===== config.mk =====
export PLATFORM = sky130hd
export DESIGN_NAME = keypad_scan4
export DESIGN_NICKNAME = d
export VERILOG_FILES = /design/src/rtl/keypad_scan4.sv
export SDC_FILE = /design/constraint.sdc
export NUM_CORES = 1
export LEC_CHECK = 0
export ABC_AREA = 1
export BUFFER_PORTS_ARGS = -buffer_cell sky130_fd_sc_hd__buf_2
export CORE_ASPECT_RATIO = 0.9
export CORE_MARGIN = 4
export CORE_UTILIZATION = 55
export CTS_CLUSTER_SIZE = 24
export DETAILED_ROUTE_END_ITERATION = 6
export GPL_ROUTABILITY_DRIVEN = 0
export PLACE_DENSITY_LB_ADDON = 0.25
export SYNTH_ARGS = -nofsm -noshare
export SYNTH_HDL_FRONTEND = slang
export SYNTH_SLANG_ARGS = --single-unit

===== constraint.sdc =====
create_clock -name clk -period 3.9 [get_ports clk]
set_clock_uncertainty 0.1 [all_clocks]
set_input_delay 0.78 -clock clk [delete_from_list [all_inputs] [get_ports clk]]
set_output_delay 0.78 -clock clk [all_outputs]
set_load 0.02 [all_outputs]

===== src/rtl/keypad_scan4.sv =====
// keypad_scan4 -- 4x4 matrix keypad scanner with debounce and a read-to-clear
// key-event register for the CPU I/O subsystem.
//
// Optional feature macro: KEY_REPEAT_EN
//   Defined   : a held key re-fires its event every REPEAT_FRAMES frames.
//   Undefined : exactly one event per press.
//
// Ports
//   clk       in   system clock
//   rst       in   asynchronous, active-high reset
//   key_col   in   [3:0] column inputs, active-low, asynchronous to clk
//   KeyCtrl   in   CPU read strobe (one clk), clears valid/overflow
//   key_row   out  [3:0] row drive, active-low, one row low at a time
//   keyrdata  out  [15:0] {valid, overflow, 10'b0, code[3:0]}
//   key_irq   out  mirrors the valid bit
module keypad_scan4 #(
  parameter int SCAN_DIV      = 2000,
  parameter int DEBOUNCE_CNT  = 4,
  parameter int REPEAT_FRAMES = 64
) (
  input  logic        clk,
  input  logic        rst,
  input  logic [3:0]  key_col,
  input  logic        KeyCtrl,
  output logic [3:0]  key_row,
  output logic [15:0] keyrdata,
  output logic        key_irq
);
  localparam int SW = (SCAN_DIV > 1) ? $clog2(SCAN_DIV) : 1;
  localparam int DW = (DEBOUNCE_CNT > 0) ? $clog2(DEBOUNCE_CNT + 1) : 1;

  // Column synchronizer; reset to "nothing pressed".
  logic [3:0] r_col_s1, r_col_s2;
  logic [3:0] w_col;

  always_ff @(posedge clk or posedge rst) begin
    if (rst) begin
      r_col_s1 <= 4'hF;
      r_col_s2 <= 4'hF;
    end else begin
      r_col_s1 <= key_col;
      r_col_s2 <= r_col_s1;
    end
  end

  assign w_col = ~r_col_s2;

  // Row scan
  logic [SW-1:0] r_slot_cnt;
  logic [1:0]    r_row;
  logic [3:0]    r_key_row;
  logic          w_slot_end, w_frame_end;

  assign w_slot_end  = (r_slot_cnt == SW'(SCAN_DIV - 1));
  assign w_frame_end = w_slot_end && (r_row == 2'd3);

  always_ff @(posedge clk or posedge rst) begin
    if (rst) begin
      r_slot_cnt <= '0;
      r_row      <= 2'd0;
      r_key_row  <= 4'b1110;
    end else if (w_slot_end) begin
      r_slot_cnt <= '0;
      r_row      <= r_row + 2'd1;
      r_key_row  <= {r_key_row[2:0], r_key_row[3]};
    end else begin
      r_slot_cnt <= r_slot_cnt + 1'b1;
    end
  end

  assign key_row = r_key_row;

  // Raw map with the current row's sample merged in, so the frame-end
  // comparison already sees the row-3 bits captured on that edge.
  logic [15:0]   r_raw_map, r_prev_map, r_stable_map;
  logic [15:0]   w_raw_next;
  logic [DW-1:0] r_stab_cnt;
  logic          w_match;

  always_comb begin
    w_raw_next = r_raw_map;
    w_raw_next[{r_row, 2'b00} +: 4] = w_col;
  end

  assign w_match = (w_raw_next == r_prev_map);

  always_ff @(posedge clk or posedge rst) begin
    if (rst) begin
      r_raw_map    <= '0;
      r_prev_map   <= '0;
      r_stable_map <= '0;
      r_stab_cnt   <= '0;
    end else begin
      if (w_slot_end)
        r_raw_map <= w_raw_next;
      if (w_frame_end) begin
        r_prev_map <= w_raw_next;
        if (!w_match)
          r_stab_cnt <= '0;
        else if (r_stab_cnt != DW'(DEBOUNCE_CNT))
          r_stab_cnt <= r_stab_cnt + 1'b1;
        // Accept only on the frame the counter reaches its limit.
        if (w_match && (r_stab_cnt == DW'(DEBOUNCE_CNT - 1)))
          r_stable_map <= w_raw_next;
      end
    end
  end

  // Press detection: stable map leaves zero. Fires in the cycle after the
  // stable map updates, so the register below lands one clock later.
  logic       r_stable_nz_d;
  logic       w_stable_nz, w_press, w_evt;
  logic [3:0] w_low_code;

  assign w_stable_nz = |r_stable_map;
  assign w_press     = w_stable_nz & ~r_stable_nz_d;

  always_ff @(posedge clk or posedge rst) begin
    if (rst) r_stable_nz_d <= 1'b0;
    else     r_stable_nz_d <= w_stable_nz;
  end

  // Lowest set bit = row*4 + col.
  always_comb begin
    w_low_code = 4'd0;
    for (int i = 15; i >= 0; i--)
      if (r_stable_map[i]) w_low_code = 4'(i);
  end

`ifdef KEY_REPEAT_EN
  localparam int RW = (REPEAT_FRAMES > 1) ? $clog2(REPEAT_FRAMES + 1) : 1;
  logic [RW-1:0] r_rep_cnt;
  logic          r_tick;   // frame end, aligned with the press cycle
  logic          w_repeat;

  assign w_repeat = r_tick && w_stable_nz && !w_press &&
                    (r_rep_cnt == RW'(REPEAT_FRAMES - 1));

  always_ff @(posedge clk or posedge rst) begin
    if (rst) begin
      r_tick    <= 1'b0;
      r_rep_cnt <= '0;
    end else begin
      r_tick <= w_frame_end;
      if (!w_stable_nz || w_press)
        r_rep_cnt <= '0;
      else if (r_tick)
        r_rep_cnt <= w_repeat ? '0 : r_rep_cnt + 1'b1;
    end
  end

  assign w_evt = w_press | w_repeat;
`else
  assign w_evt = w_press;
`endif

  // Event register: first unread code is kept; a read in the same cycle as
  // an event lets the event through with overflow cleared.
  logic       r_valid, r_ovf;
  logic [3:0] r_code;

  always_ff @(posedge clk or posedge rst) begin
    if (rst) begin
      r_valid <= 1'b0;
      r_ovf   <= 1'b0;
      r_code  <= 4'd0;
    end else if (w_evt) begin
      if (!r_valid || KeyCtrl) begin
        r_code  <= w_low_code;
        r_valid <= 1'b1;
        r_ovf   <= 1'b0;
      end else begin
        r_ovf   <= 1'b1;
      end
    end else if (KeyCtrl) begin
      r_valid <= 1'b0;
      r_ovf   <= 1'b0;
    end
  end

  assign keyrdata = {r_valid, r_ovf, 10'b0, r_code};
  assign key_irq  = r_valid;

endmodule


Word-level counts from Yosys, hierarchy flattened
Index checks and enable logic that the tools add are counted.
{"block": "word_totals", "ff_bits": 83, "inputBits": 7, "out_inout_bits": 21, "word_cells": 64}
{"block": "op_classes", "add_sub_neg": 4, "n_eq_ne": 7, "shifts": 2, "mux": 25, "n_bitwise": 3, "reduce_logical": 10}
{"cell": "$mux W4", "count": 16}
{"cell": "$bwmux W16", "count": 1}
{"cell": "$eq A16 B16 Y1", "count": 1}
{"cell": "$reduce_or A16 Y1", "count": 1}
{"cell": "$shift A4 B6 Y16 const A", "count": 1}
{"cell": "$shiftx A4 B6 Y16", "count": 1}
{"cell": "$add A11 B1 Y11 const B", "count": 1}
{"cell": "$eq A11 B11 Y1 const B", "count": 1}
{"cell": "$mux W11", "count": 1}
{"cell": "$reduce_and A2 Y1", "count": 4}
{"cell": "$mux W3", "count": 2}
{"cell": "$neg A4 Y6", "count": 1}
{"cell": "$mux W1", "count": 5}
{"cell": "$ne A2 B1 Y1 const B", "count": 2}
{"cell": "$not A4 Y4", "count": 1}
{"cell": "$add A3 B1 Y3 const B", "count": 1}
{"cell": "$eq A3 B2 Y1 const B", "count": 1}
{"cell": "$ne A3 B3 Y1 const B", "count": 1}
{"cell": "$add A2 B1 Y2 const B", "count": 1}
{"cell": "$eq A2 B2 Y1 const B", "count": 1}
{"cell": "$logic_and A1 B1 Y1", "count": 2}
{"cell": "$reduce_bool A2 Y1", "count": 1}
{"cell": "$and A1 B1 Y1", "count": 1}
{"cell": "$logic_not A1 Y1", "count": 1}
{"cell": "2 further kinds", "count": 2}

Depth between registers and ports, before layout
Gate-level depths: netlist of the first run.
{"block": "logic_depth", "word_depth": 16, "ltp_mapped": 18, "depth_no_buf": 17}

Worst setup path before layout of the first run
No wires, ideal clock.
{"block": "synth_timing", "kind": "flip-flop to flip-flop", "from": "register r_row[0]", "to": "register r_stable_map[11]", "setup_time_ns": 0.117, "arrival_time_ns": 2.059, "t_required_ns": 3.683, "setup_slack_ns": 1.623, "path_stages_with_launch": 16, "path_buffers": 1, "period_less_slack_ns": 2.277, "path_cell_list": "dfrtp_1 inv_2 ha_1 nand3_4 inv_1 nand2_1 o21ai_0 nand2_1 nand2_1 nor2_1 nand2_1 nor2_2 nand3_2 buf_6 o21ai_1 inv_1"}
{"block": "synth_via", "elab_chain_cells": 6, "word_cells_on_any_way": 9, "cone_classes": "1 x add/sub; 2 x eq/ne; 2 x shift; 1 x mux; 3 x reduce/logical"}
{"element": "start, declared", "line_no": "50", "text": "logic [1:0] r_row;"}
{"element": "start signal, assigned", "line_no": "64", "text": "r_row <= r_row + 2'd1;"}
{"element": "$neg A4 Y6", "line_no": "82", "text": "w_raw_next[{r_row, 2'b00} +: 4] = w_col;"}
{"element": "$shiftx A4 B6 Y16 or $shift A4 B6 Y16 (tied branches)", "line_no": "82"}
{"element": "$bwmux W16", "line_no": "82"}
{"element": "$eq A16 B16 Y1", "line_no": "85", "text": "assign w_match = (w_raw_next == r_prev_map);"}
{"element": "$logic_and A1 B1 Y1", "line_no": "103", "text": "if (w_match && (r_stab_cnt == DW'(DEBOUNCE_CNT - 1)))"}
{"element": "$reduce_and A2 Y1 (no source line)"}
{"element": "end signal, assigned", "line_no": "104", "text": "r_stable_map <= w_raw_next;"}
{"element": "end, declared", "line_no": "75", "text": "logic [15:0] r_raw_map, r_prev_map, r_stable_map;"}
Several ways; a longest one is shown, not always the timed one.
A chain may end at the register's enable or synchronous reset.

Final worst setup path of the first run
{"block": "layout_timing", "from": "register r_row[0]", "to": "register r_stable_map[9]"}
The elaborated chain is that of the path after synthesis.

==> reports/results.ini, run 1 <==
[outcome]
outcome=completed

[clock_tree]
h-tree-depth=3
clock_insertion_delay_worst_skew_ns=0.36
cts-hold-fix-buffers=0
cts.reportedPaths.clkPinSlew_ns=0.09
cts_tree=done
cts_resized=0
clock_root_buffer=sky130_fd_sc_hd__clkbuf_8
clock_sinks=83
clock_tree.buffer_depth=2
cts_buffers=9
post_cts.repair.setup_buffers=0

[worst_setup_path]
critical_path.most_common_cell=sky130_fd_sc_hd__nand2_1
arrival_ns=3.16
worst-setup-path-type=reg2reg
cp_cell_sequence=inv_2 > ha_1 > nand3_4 > inv_1 > nand2_1 > o21ai_0 > nand2_1 > nand2_1 > nor2_1 > nand2_1 > nor2_2 > nand3_2 > o21ai_1 > inv_1
cp.required_ns=4.05
timing.critical_path.to_type=flop
reg2regPathDepth=14
crit_path_max_incr_delay_ns=0.45
critical_path_peak_fanout=31
critPathSlowestCell=sky130_fd_sc_hd__nand3_2
setup.worst_path.start_class=flop

[synth]
synth.yosys.seq_area_share_pct=48.92
postSynthAreaPerCell_um2=7.632
synth-warning-count=0
synth_cell_type_count=33
synth_area_um2=4274
syn_inst=560
synth_seq_cells=83

[grt]
grt_first_pass_wirelength_mm=14.46
antenna_found_initial=0
grt.overflow.total=0
first_global_vias=3214
groute.usage.overall_pct=19.51
maximum_number_of_pins_on_one_net_before_global_route_repair=55

[floorplanning]
floorplan.core_area_um2=7545
die_w_um=100.9
std_cell_rows=30
design.portCount=28
die_height_um=91.63
initial_core_utilization_pct=56.65
area_of_the_die_um2=9247

[timing]
worst_pin_slew_ns=0.8944
finalCriticalPeriod_ns=3.015
rsz0062_at_grt=false
totalNegativeSetupSlack_ns=0
slew_headroom_pct=40.30
timing.final.max_slew_violations=0
max_freq_ghz=0.3317
layout_worst_path_cycle_share_pct=77.31
hold_viol=0
final_critical_path_setup_slack_ns=0.8849
setup_violations=0

[routing]
detail_route.wl_per_cell_um=11.95
route.final.wire_length_mm=8.138
drtAntennaViolNets=0
drc=0
avgViaCountPerCell=4.927
detailroute.via_count=3355
drt_pre_antenna_iters=5
first_iter_violations=173

[worst_hold_path]
min_path_type=reg2reg
worstHoldPathCells=0

[run]
max_cap_viol_count=0

[cells_and_area]
final_layout_size_suffix_gt1_share_pct=10.94
layout.cells.most_common=sky130_fd_sc_hd__nand2_1
fillCellCount=678
antenna_cells_inserted=0
finalCoreUtilization_pct=60.73
final_nets=596
layout-area-overhead-vs-synth_pct=7.201
final_cell_mix=179 x sky130_fd_sc_hd__nand2_1, 106 x sky130_fd_sc_hd__inv_1, 72 x sky130_fd_sc_hd__dfrtp_1

[placement]
portBuffers=17
dp_worst_setup_slack_ns=0.9210
sum_of_net_half_perimeters_after_detailed_placement_mm=5.978

[power_and_ir_drop]
leakagePower_nw=2.649
powerDensity_nw_per_um2=327.4
peakVddDrop_mv=0.2254

==> routing by layer <==
metal  vias to the layer above  GRT usage, %  part of all wire [%]
met5                         -             0                     0
met4                         0         6.977                   2.1
met3                        15         4.487                   5.6
met2                        71         30.21                    45
met1                      1536         26.92                    47
li1                       1733             -                     -
==> kinds of logic after synthesis <==
family / Yosys count / share of synthesized area [%]
compound gates: 70 / 8.753
fa+ha+maj: 9 / 2.635
simple gates: 262 / 25.70
xor+xnor: 4 / 0.8198
flops: 83 / 48.92
other cells: 1 / 0.08774
buf+inv: 131 / 13.09
==> flip-flops by register name, summed over array words and instances (netlist names) <==
name / flops
r_stable_map: 16
r_stab_cnt: 3
r_code: 4
r_ovf: 1
key_row: 4
r_row: 2
key_irq: 1
r_col_s1: 4
r_col_s2: 4
r_prev_map: 16
r_slot_cnt: 11
r_raw_map: 16
r_stable_nz_d: 1
==> path summary, 6_finish.rpt <==
check | startpoint | end | slack, ns
setup / recovery | r_row[0]$_DFFE_PP0N_ | r_stable_map[9]$_DFFE_PP0P_ | 0.88
hold / removal | r_col_s1[0]$_DFF_PP1_ | r_col_s2[0]$_DFF_PP1_ | 0.25
setup reg to reg | r_row[0]$_DFFE_PP0N_ | r_stable_map[9]$_DFFE_PP0P_ | 0.88
hold reg to reg | r_col_s1[0]$_DFF_PP1_ | r_col_s2[0]$_DFF_PP1_ | 0.25
max in group asynchronous | rst | r_col_s1[3]$_DFF_PP1_ | 2.43
min in group asynchronous | rst | r_raw_map[1]$_DFFE_PP0N_ | 0.47
==> layout make-up <==
type / instances / area, um2 / share of cell area (%)
clock buffers: 10 / 137.6 / 3.004
flip-flops and latches: 83 / 2091 / 45.63
inverters: 111 / 417.9 / 9.121
repair buffers: 20 / 107.6 / 2.348
clock inverters: 6 / 50.05 / 1.092
multi-input cells: 355 / 1658 / 36.18
well taps: 96 / 120.1 / 2.622
==> worst max-delay path: cells and delay by family, from the launching register on <==
kind | cells | cell delay, ns
adders and majority gates | 1 | 0.43
AOI/OAI and AO/OA | 2 | 0.51
and+or+nand+nor | 8 | 1.23
DFF | 1 | 0.42
buffers and inverters | 3 | 0.22
==> synthesized netlist by cell type <==
cell / number / area share [%]
sky130_fd_sc_hd__xnor2_1: 1 / 0.20
sky130_fd_sc_hd__nand2_2: 2 / 0.29
sky130_fd_sc_hd__nand3_1: 24 / 2.8
sky130_fd_sc_hd__nor2_4: 1 / 0.26
sky130_fd_sc_hd__inv_1: 107 / 9.4
sky130_fd_sc_hd__xor2_1: 3 / 0.61
sky130_fd_sc_hd__conb_1: 1 / 0.088
sky130_fd_sc_hd__buf_6: 3 / 0.79
sky130_fd_sc_hd__o211ai_1: 3 / 0.53
sky130_fd_sc_hd__o21ai_1: 16 / 1.9
sky130_fd_sc_hd__ha_1: 9 / 2.6
sky130_fd_sc_hd__nor2_2: 2 / 0.29
sky130_fd_sc_hd__nand4_1: 9 / 1.3
sky130_fd_sc_hd__nand3_2: 1 / 0.23
sky130_fd_sc_hd__clkbuf_1: 5 / 0.44
sky130_fd_sc_hd__dfstp_2: 11 / 6.8
sky130_fd_sc_hd__o41ai_1: 1 / 0.20
sky130_fd_sc_hd__nor4_2: 1 / 0.29
sky130_fd_sc_hd__inv_2: 3 / 0.26
sky130_fd_sc_hd__buf_4: 12 / 2.1
sky130_fd_sc_hd__o31ai_1: 1 / 0.18
sky130_fd_sc_hd__nor3_2: 1 / 0.23
sky130_fd_sc_hd__nand2_1: 179 / 16
sky130_fd_sc_hd__nand3_4: 1 / 0.41
sky130_fd_sc_hd__nor3_1: 4 / 0.47
sky130_fd_sc_hd__o21ai_0: 38 / 4.4
sky130_fd_sc_hd__dfrtp_1: 72 / 42
sky130_fd_sc_hd__a22oi_1: 1 / 0.18
sky130_fd_sc_hd__o21ai_2: 2 / 0.41
sky130_fd_sc_hd__nor2_1: 35 / 3.1
sky130_fd_sc_hd__or2_2: 2 / 0.29
sky130_fd_sc_hd__a21oi_1: 8 / 0.94
sky130_fd_sc_hd__clkinv_1: 1 / 0.088
==> stage by stage <==
step | std cells | hold WS [ns] | power (mW) | instance area [um2]
after floorplan | 569 | 0.2452 | 0.9271 | 4308
final | 681 | 0.2522 | 1.500 | 4582
after global routing | 681 | 0.2530 | 1.561 | 4582
after CTS | 681 | 0.2520 | 1.525 | 4582
after global placement | 665 | 0.2452 | 0.9342 | 4394
after detailed placement | 665 | 0.2469 | 0.9350 | 4394
==> power by group <==
group / total (mW) / switching [mW] / internal (mW)
sequential: 0.871 / 0.00178 / 0.869
combinational: 0.0460 / 0.0375 / 0.00848
clock: 0.583 / 0.328 / 0.255
No activity file was read; power rests on OpenSTA's default activity.
==> run 2: changes to the inputs <==
==> constraint.sdc (replaced) <==
create_clock -name clk -period 3.02 [get_ports clk]
set_clock_uncertainty 0.1 [all_clocks]
set_input_delay 0.604 -clock clk [delete_from_list [all_inputs] [get_ports clk]]
set_output_delay 0.604 -clock clk [all_outputs]
set_load 0.02 [all_outputs]
==> run 2 against run 1 <==
Via count decreased by 1.8%. Register-to-register slack got worse by 0.58 ns. Core utilization about the same. Critical path depth unchanged. Fmax increased by 11%.
==> reports/results.ini, run 2 (synthesized netlist as in run 1, its figures left out) <==
[outcome]
outcome=completed  ; unchanged

[floorplanning]
initial_core_utilization_pct=56.65  ; unchanged
design.portCount=28  ; unchanged
die_height_um=91.63  ; unchanged
area_of_the_die_um2=9247  ; unchanged
std_cell_rows=30  ; unchanged
die_w_um=100.9  ; unchanged
floorplan.core_area_um2=7545  ; unchanged

[cells_and_area]
final_nets=597  ; was 596
antenna_cells_inserted=0  ; unchanged
final-seq-area_um2=2091  ; unchanged
final_layout_size_suffix_gt1_share_pct=10.75  ; was 10.94%
area_of_the_multi_input_gates_um2=1658  ; unchanged
fillCellCount=669  ; was 678
final_cell_mix=179 x sky130_fd_sc_hd__nand2_1, 106 x sky130_fd_sc_hd__inv_1, 72 x sky130_fd_sc_hd__dfrtp_1  ; unchanged
layout.cells.most_common=sky130_fd_sc_hd__nand2_1  ; unchanged
layout-area-overhead-vs-synth_pct=7.289  ; was 7.201%
largest_registers=r_prev_map x16, r_raw_map x16, r_stable_map x16  ; unchanged

[grt]
maximum_number_of_pins_on_one_net_before_global_route_repair=47  ; was 55
grt.overflow.total=0  ; unchanged
grt_first_pass_wirelength_mm=13.99  ; was 14.46 mm
groute.usage.overall_pct=19.08  ; was 19.51%
first_global_vias=3180  ; was 3214
antenna_found_initial=0  ; unchanged

[worst_setup_path]
critical_path_peak_fanout=31  ; unchanged
cp_cell_sequence=inv_2 > ha_1 > nand3_4 > o21ai_2 > inv_1 > nand2_1 > nand2_1 > a21oi_1 > nand2_1 > nor2_2 > nand3_2 > buf_4 > o21ai_1 > inv_1  ; was inv_2 > ha_1 > nand3_4 > inv_1 > nand2_1 > o21ai_0 > nand2_1 > nand2_1 > nor2_1 > nand2_1 > nor2_2 > nand3_2 > o21ai_1 > inv_1
critical_path_depth=14  ; unchanged
critical_path.most_common_cell=sky130_fd_sc_hd__nand2_1  ; unchanged
worst-setup-path-type=reg2reg  ; unchanged
reg2regPathDepth=14  ; unchanged
timing.critical_path.to_type=flop  ; unchanged
arrival_ns=2.86  ; was 3.16 ns
crit_buf_inv=4  ; was 3
path_delay_family=simple AND/OR/NAND/NOR gates  ; unchanged
crit_path_max_incr_delay_ns=0.48  ; was 0.45 ns
setup.worst_path.start_class=flop  ; unchanged
critPathSlowestCell=sky130_fd_sc_hd__ha_1  ; was sky130_fd_sc_hd__nand3_2
cp.required_ns=3.16  ; was 4.05 ns

[routing]
drc=0  ; unchanged
first_iter_violations=155  ; was 173
drt_pre_antenna_iters=5  ; unchanged
detail_route.wl_per_cell_um=11.70  ; was 11.95 um
avgViaCountPerCell=4.833  ; was 4.927
route.final.wire_length_mm=7.979  ; was 8.138 mm
detailroute.via_count=3296  ; was 3355
drtAntennaViolNets=0  ; unchanged

[timing]
hold_viol=0  ; unchanged
max_freq_ghz=0.3685  ; was 0.3317 GHz
finalCriticalPeriod_ns=2.714  ; was 3.015 ns
slew_headroom_pct=40.72  ; was 40.30%
layout_worst_path_cycle_share_pct=89.86  ; was 77.31%
hold_slack_ns=0.2105  ; was 0.2522 ns
worst_pin_slew_ns=0.8859  ; was 0.8944 ns
totalNegativeSetupSlack_ns=0  ; unchanged
timing.final.max_slew_violations=0  ; unchanged
setup_violations=0  ; unchanged
rsz0062_at_grt=false  ; unchanged

[clock_tree]
clock_sinks=83  ; unchanged
clock_root_buffer=sky130_fd_sc_hd__clkbuf_8  ; unchanged
cts_tree=done  ; unchanged
cts_resized=0  ; unchanged
h-tree-depth=3  ; unchanged
post_cts.repair.setup_buffers=0  ; unchanged
cts-hold-fix-buffers=0  ; unchanged
clock_insertion_delay_worst_skew_ns=0.35  ; was 0.36 ns
cts.reportedPaths.clkPinSlew_ns=0.08  ; was 0.09 ns
cts_buffers=9  ; unchanged
clock_tree.buffer_depth=2  ; unchanged

[run]
max_cap_viol_count=0  ; unchanged

[power_and_ir_drop]
leakagePower_nw=2.649  ; about the same
powerDensity_nw_per_um2=410.9  ; was 327.4 nW/um2
peakVddDrop_mv=0.3635  ; was 0.2254 mV

[placement]
portBuffers=17  ; unchanged
sum_of_net_half_perimeters_after_detailed_placement_mm=5.884  ; was 5.978 mm

[worst_hold_path]
min_path_type=in2async  ; was reg2reg

[run 2: changes by cell type in the layout (fill, tap and decap cells not counted), sizes merged]
cell / delta
buf: +1
clkbuf: +2
clkinv: -1
inv: -1
[run 2: through the flow]
step,total power [mW],std cells,cell area [um2],worst slack [ns],utilization [%]
after floorplan,1.197,569,4308,0.1974,-
after global placement,1.207,666,4414,0.3922,58.51
after detailed placement,1.207,666,4414,0.3300,58.51
after CTS,1.925,682,4586,0.3096,60.78
after global routing,1.982,682,4586,0.03470,60.78
final,1.884,682,4586,0.3062,60.78
[run 2: cell type report]
class,count,share of cell area (%)
clock buffers,12,3.165
clock inverters,4,0.5730
inverters,111,9.113
multi-input cells,355,36.15
flip-flops and latches,83,45.59
well taps,96,2.619
repair buffers,21,2.783
[run 2: final timing paths]
kind                            slack (ns)                          end                   from
worst max-delay path                  0.31  r_stable_map[1]$_DFFE_PP0P_   r_row[0]$_DFFE_PP0N_
worst min-delay path                  0.21    r_prev_map[2]$_DFFE_PP0P_                    rst
worst max register to register        0.31  r_stable_map[1]$_DFFE_PP0P_   r_row[0]$_DFFE_PP0N_
worst min register to register        0.26        r_col_s2[2]$_DFF_PP1_  r_col_s1[2]$_DFF_PP1_
max in group asynchronous             1.97    r_raw_map[15]$_DFFE_PP0N_                    rst
min in group clk                      0.25        r_col_s1[2]$_DFF_PP1_             key_col[2]
[run 2: worst reg2reg max path, delay by kind of cell, from the launching register on]
kind,cells,cell delay (ns)
and+or+nand+nor,6,0.56
AOI/OAI and AO/OA,3,0.54
buffers and inverters,4,0.52
adders and majority gates,1,0.48
DFF,1,0.41
[run 2: where the power goes]
group	leakage [nW]	switching [mW]	total (mW)	internal, mW
clock	0.0863	0.380	0.700	0.320
sequential	1.10	0.00235	1.12	1.12
combinational	1.46	0.0476	0.0594	0.0119
[run 2: layer usage]
metal,global-route usage [%],vias to the layer above,wire length [um],part of all wire [%]
met3,5.095,14,270,3.4
met5,0,-,0,0
met1,26.25,1500,4021,50
met4,7.309,0,152,1.9
li1,-,1727,-,-
met2,28.89,55,3534,44
==> run 3: changes to the inputs <==
--- a/config.mk
+++ b/config.mk
@@ -7,9 +7,11 @@
 export LEC_CHECK = 0
 export ABC_AREA = 1
 export BUFFER_PORTS_ARGS = -buffer_cell sky130_fd_sc_hd__buf_2
+export CELL_PAD_IN_SITES_DETAIL_PLACEMENT = 1
+export CELL_PAD_IN_SITES_GLOBAL_PLACEMENT = 1
 export CORE_ASPECT_RATIO = 0.9
 export CORE_MARGIN = 4
-export CORE_UTILIZATION = 55
+export CORE_UTILIZATION = 45
 export CTS_CLUSTER_SIZE = 24
 export DETAILED_ROUTE_END_ITERATION = 6
 export GPL_ROUTABILITY_DRIVEN = 0
==> run 3 against run 2 <==
Cell count grew 4.3%. Clock power grew 21%. Setup slack lost 0.058 ns. Sequential share of layout area shrank 1.0 points. Cell area grew 2.3%. Critical path type unchanged. Largest power group unchanged.
==> reports/results.ini, run 3 (synthesized netlist as in run 1, its figures left out) <==
[clock_tree]
clock_tree.buffer_depth=2  ; unchanged
cts.reportedPaths.clkPinSlew_ns=0.09  ; was 0.08 ns
clock_sinks=83  ; unchanged
cts_tree=done  ; unchanged
cts-hold-fix-buffers=0  ; unchanged
clock_insertion_delay_worst_skew_ns=0.36  ; was 0.35 ns
h-tree-depth=3  ; unchanged
clock_root_buffer=sky130_fd_sc_hd__clkbuf_8  ; unchanged
cts_buffers=9  ; unchanged

[worst_setup_path]
critPathSlowestCell=sky130_fd_sc_hd__ha_2  ; was sky130_fd_sc_hd__ha_1
setup.worst_path.start_class=flop  ; unchanged
crit_path_max_incr_delay_ns=0.46  ; was 0.48 ns
cp_cell_sequence=inv_2 > ha_2 > nand3_4 > o21ai_4 > inv_1 > nand2_1 > nand2_1 > nor2_1 > nand2_1 > nor2_2 > nand3_2 > buf_4 > o21ai_1 > inv_1  ; was inv_2 > ha_1 > nand3_4 > o21ai_2 > inv_1 > nand2_1 > nand2_1 > a21oi_1 > nand2_1 > nor2_2 > nand3_2 > buf_4 > o21ai_1 > inv_1
reg2reg_setup_slack_ns=0.25  ; was 0.31 ns
crit-reg2reg-capture=r_stable_map[4]$_DFFE_PP0P_  ; was r_stable_map[1]$_DFFE_PP0P_
critical_path.most_common_cell=sky130_fd_sc_hd__nand2_1  ; unchanged
critical_path_peak_fanout=31  ; unchanged
reg2regPathDepth=14  ; unchanged
timing.critical_path.to_type=flop  ; unchanged
worstReg2RegStart=r_row[0]$_DFFE_PP0N_  ; unchanged
worst-setup-path-type=reg2reg  ; unchanged
arrival_ns=2.92  ; was 2.86 ns
cp.required_ns=3.17  ; was 3.16 ns

[power_and_ir_drop]
totalPowerFinal_mw=2.032  ; was 1.884 mW
leakagePower_nw=2.686  ; was 2.649 nW
peakVddDrop_mv=0.2951  ; was 0.3635 mV
powerDensity_nw_per_um2=433.3  ; was 410.9 nW/um2

[cells_and_area]
final_nets=600  ; was 597
area_of_the_multi_input_gates_um2=1668  ; was 1658 um2
fillCellCount=1184  ; was 669
antenna_cells_inserted=0  ; unchanged
layout-area-overhead-vs-synth_pct=9.719  ; was 7.289%
final_layout_size_suffix_gt1_share_pct=11.71  ; was 10.75%
layout.cells.most_common=sky130_fd_sc_hd__nand2_1  ; unchanged
largest_registers=r_prev_map x16, r_raw_map x16, r_stable_map x16  ; unchanged
final_cell_mix=179 x sky130_fd_sc_hd__nand2_1, 106 x sky130_fd_sc_hd__inv_1, 72 x sky130_fd_sc_hd__dfrtp_1  ; unchanged
final-seq-area_um2=2091  ; unchanged

[placement]
sum_of_net_half_perimeters_after_detailed_placement_mm=7.384  ; was 5.884 mm
portBuffers=17  ; unchanged

[grt]
maximum_number_of_pins_on_one_net_before_global_route_repair=46  ; was 47
antenna_found_initial=0  ; unchanged
first_global_vias=3792  ; was 3180
grt_first_pass_wirelength_mm=17.96  ; was 13.99 mm
grt.overflow.total=0  ; unchanged
groute.usage.overall_pct=19.77  ; was 19.08%

[timing]
worst_pin_slew_ns=0.7006  ; was 0.8859 ns
totalNegativeSetupSlack_ns=0  ; unchanged
layout_worst_path_cycle_share_pct=91.79  ; was 89.86%
max_freq_ghz=0.3607  ; was 0.3685 GHz
slew_headroom_pct=53.24  ; was 40.72%
rsz0062_at_grt=false  ; unchanged
finalCriticalPeriod_ns=2.772  ; was 2.714 ns
timing.final.max_slew_violations=0  ; unchanged
hold_viol=0  ; unchanged
hold_slack_ns=0.2265  ; was 0.2105 ns
setup_violations=0  ; unchanged

[routing]
detail_route.wl_per_cell_um=13.72  ; was 11.70 um
detailroute.via_count=3460  ; was 3296
avgViaCountPerCell=4.866  ; was 4.833
drtAntennaViolNets=0  ; unchanged
drc=0  ; unchanged
first_iter_violations=148  ; was 155
drt_pre_antenna_iters=4  ; was 5
route.final.wire_length_mm=9.754  ; was 7.979 mm

[run]
max_cap_viol_count=0  ; unchanged

[floorplanning]
design.portCount=28  ; unchanged
die_height_um=100.5  ; was 91.63 um
std_cell_rows=33  ; was 30
floorplan.core_area_um2=9208  ; was 7545 um2
initial_core_utilization_pct=46.42  ; was 56.65%
area_of_the_die_um2=11120  ; was 9247 um2
die_w_um=110.7  ; was 100.9 um

[outcome]
outcome=completed  ; unchanged

[worst_hold_path]
min_path_type=in2async  ; unchanged

==> run 3: cell types whose count changed in the layout (fill, tap and decap cells not counted), sizes merged <==
cell / previous run / this run
inv: 109 / 111
buf: 21 / 24
clkinvlp: 1 / 0
clkbuf: 12 / 10
bufinv: 0 / 1
==> run 3: stage by stage <==
step | util [%] | cells | setup WS [ns] | instance area, um2
4_1_cts | 50.82 | 711 | 0.1024 | 4679
3_5_place_dp | 48.54 | 695 | 0.1651 | 4469
3_3_place_gp | 48.54 | 695 | 0.3344 | 4469
2_1_floorplan | - | 569 | 0.1974 | 4308
6_report | 50.93 | 711 | 0.2479 | 4690
5_1_grt | 50.93 | 711 | 0.01660 | 4690
==> run 3: routing by layer <==
layer  global-route usage, %  share of wire, %  wire (um)  up-vias
li1                        -                 -          -     1729
met5                       0                 0          0        -
met2                   34.42                50       4868       46
met1                   25.58                46       4525     1673
met4                   5.208               1.2        118        0
met3                   3.782               2.5        241       12
==> run 3: power breakdown <==
group          switching, mW  total (mW)  internal [mW]
combinational         0.0504      0.0622         0.0119
sequential           0.00276        1.13           1.12
clock                  0.430       0.845          0.415
total                  0.483        2.03           1.55
==> run 3: worst max path at each step <==
stage,from,endpoint,slack (ns)
floorplan,rst,key_irq$_DFFE_PP0P_,0.20
global placement,r_row[0]$_DFFE_PP0N_,r_stable_map[0]$_DFFE_PP0P_,0.33
detailed placement,r_row[0]$_DFFE_PP0N_,r_stable_map[4]$_DFFE_PP0P_,0.17
CTS,r_row[0]$_DFFE_PP0N_,r_stable_map[4]$_DFFE_PP0P_,0.10
global route,r_row[0]$_DFFE_PP0N_,r_stable_map[4]$_DFFE_PP0P_,0.02
finish,r_row[0]$_DFFE_PP0N_,r_stable_map[4]$_DFFE_PP0P_,0.25
==> run 3: layout make-up <==
type,count,share of cell area [%]
Clock buffer,10,2.935
Multi-Input combinational cell,355,35.57
Clock inverter,6,1.547
Tap cell,122,3.255
Inverter,111,8.911
Sequential cell,83,44.58
Timing Repair Buffer,24,3.202
==> run 3: timing repair <==
action | in CTS | in global routing
endpoints found under the setup margin | 0 | 19
setup buffers | 0 | 0
resized for setup | 0 | 3
==> run 3: critical path, delay by kind of cell, from the launching register on <==
family	cells	cell delay, ns
and+or+nand+nor	7	0.77
adders and majority gates	1	0.46
buffers and inverters	4	0.53
DFF	1	0.41
AOI/OAI and AO/OA	2	0.39
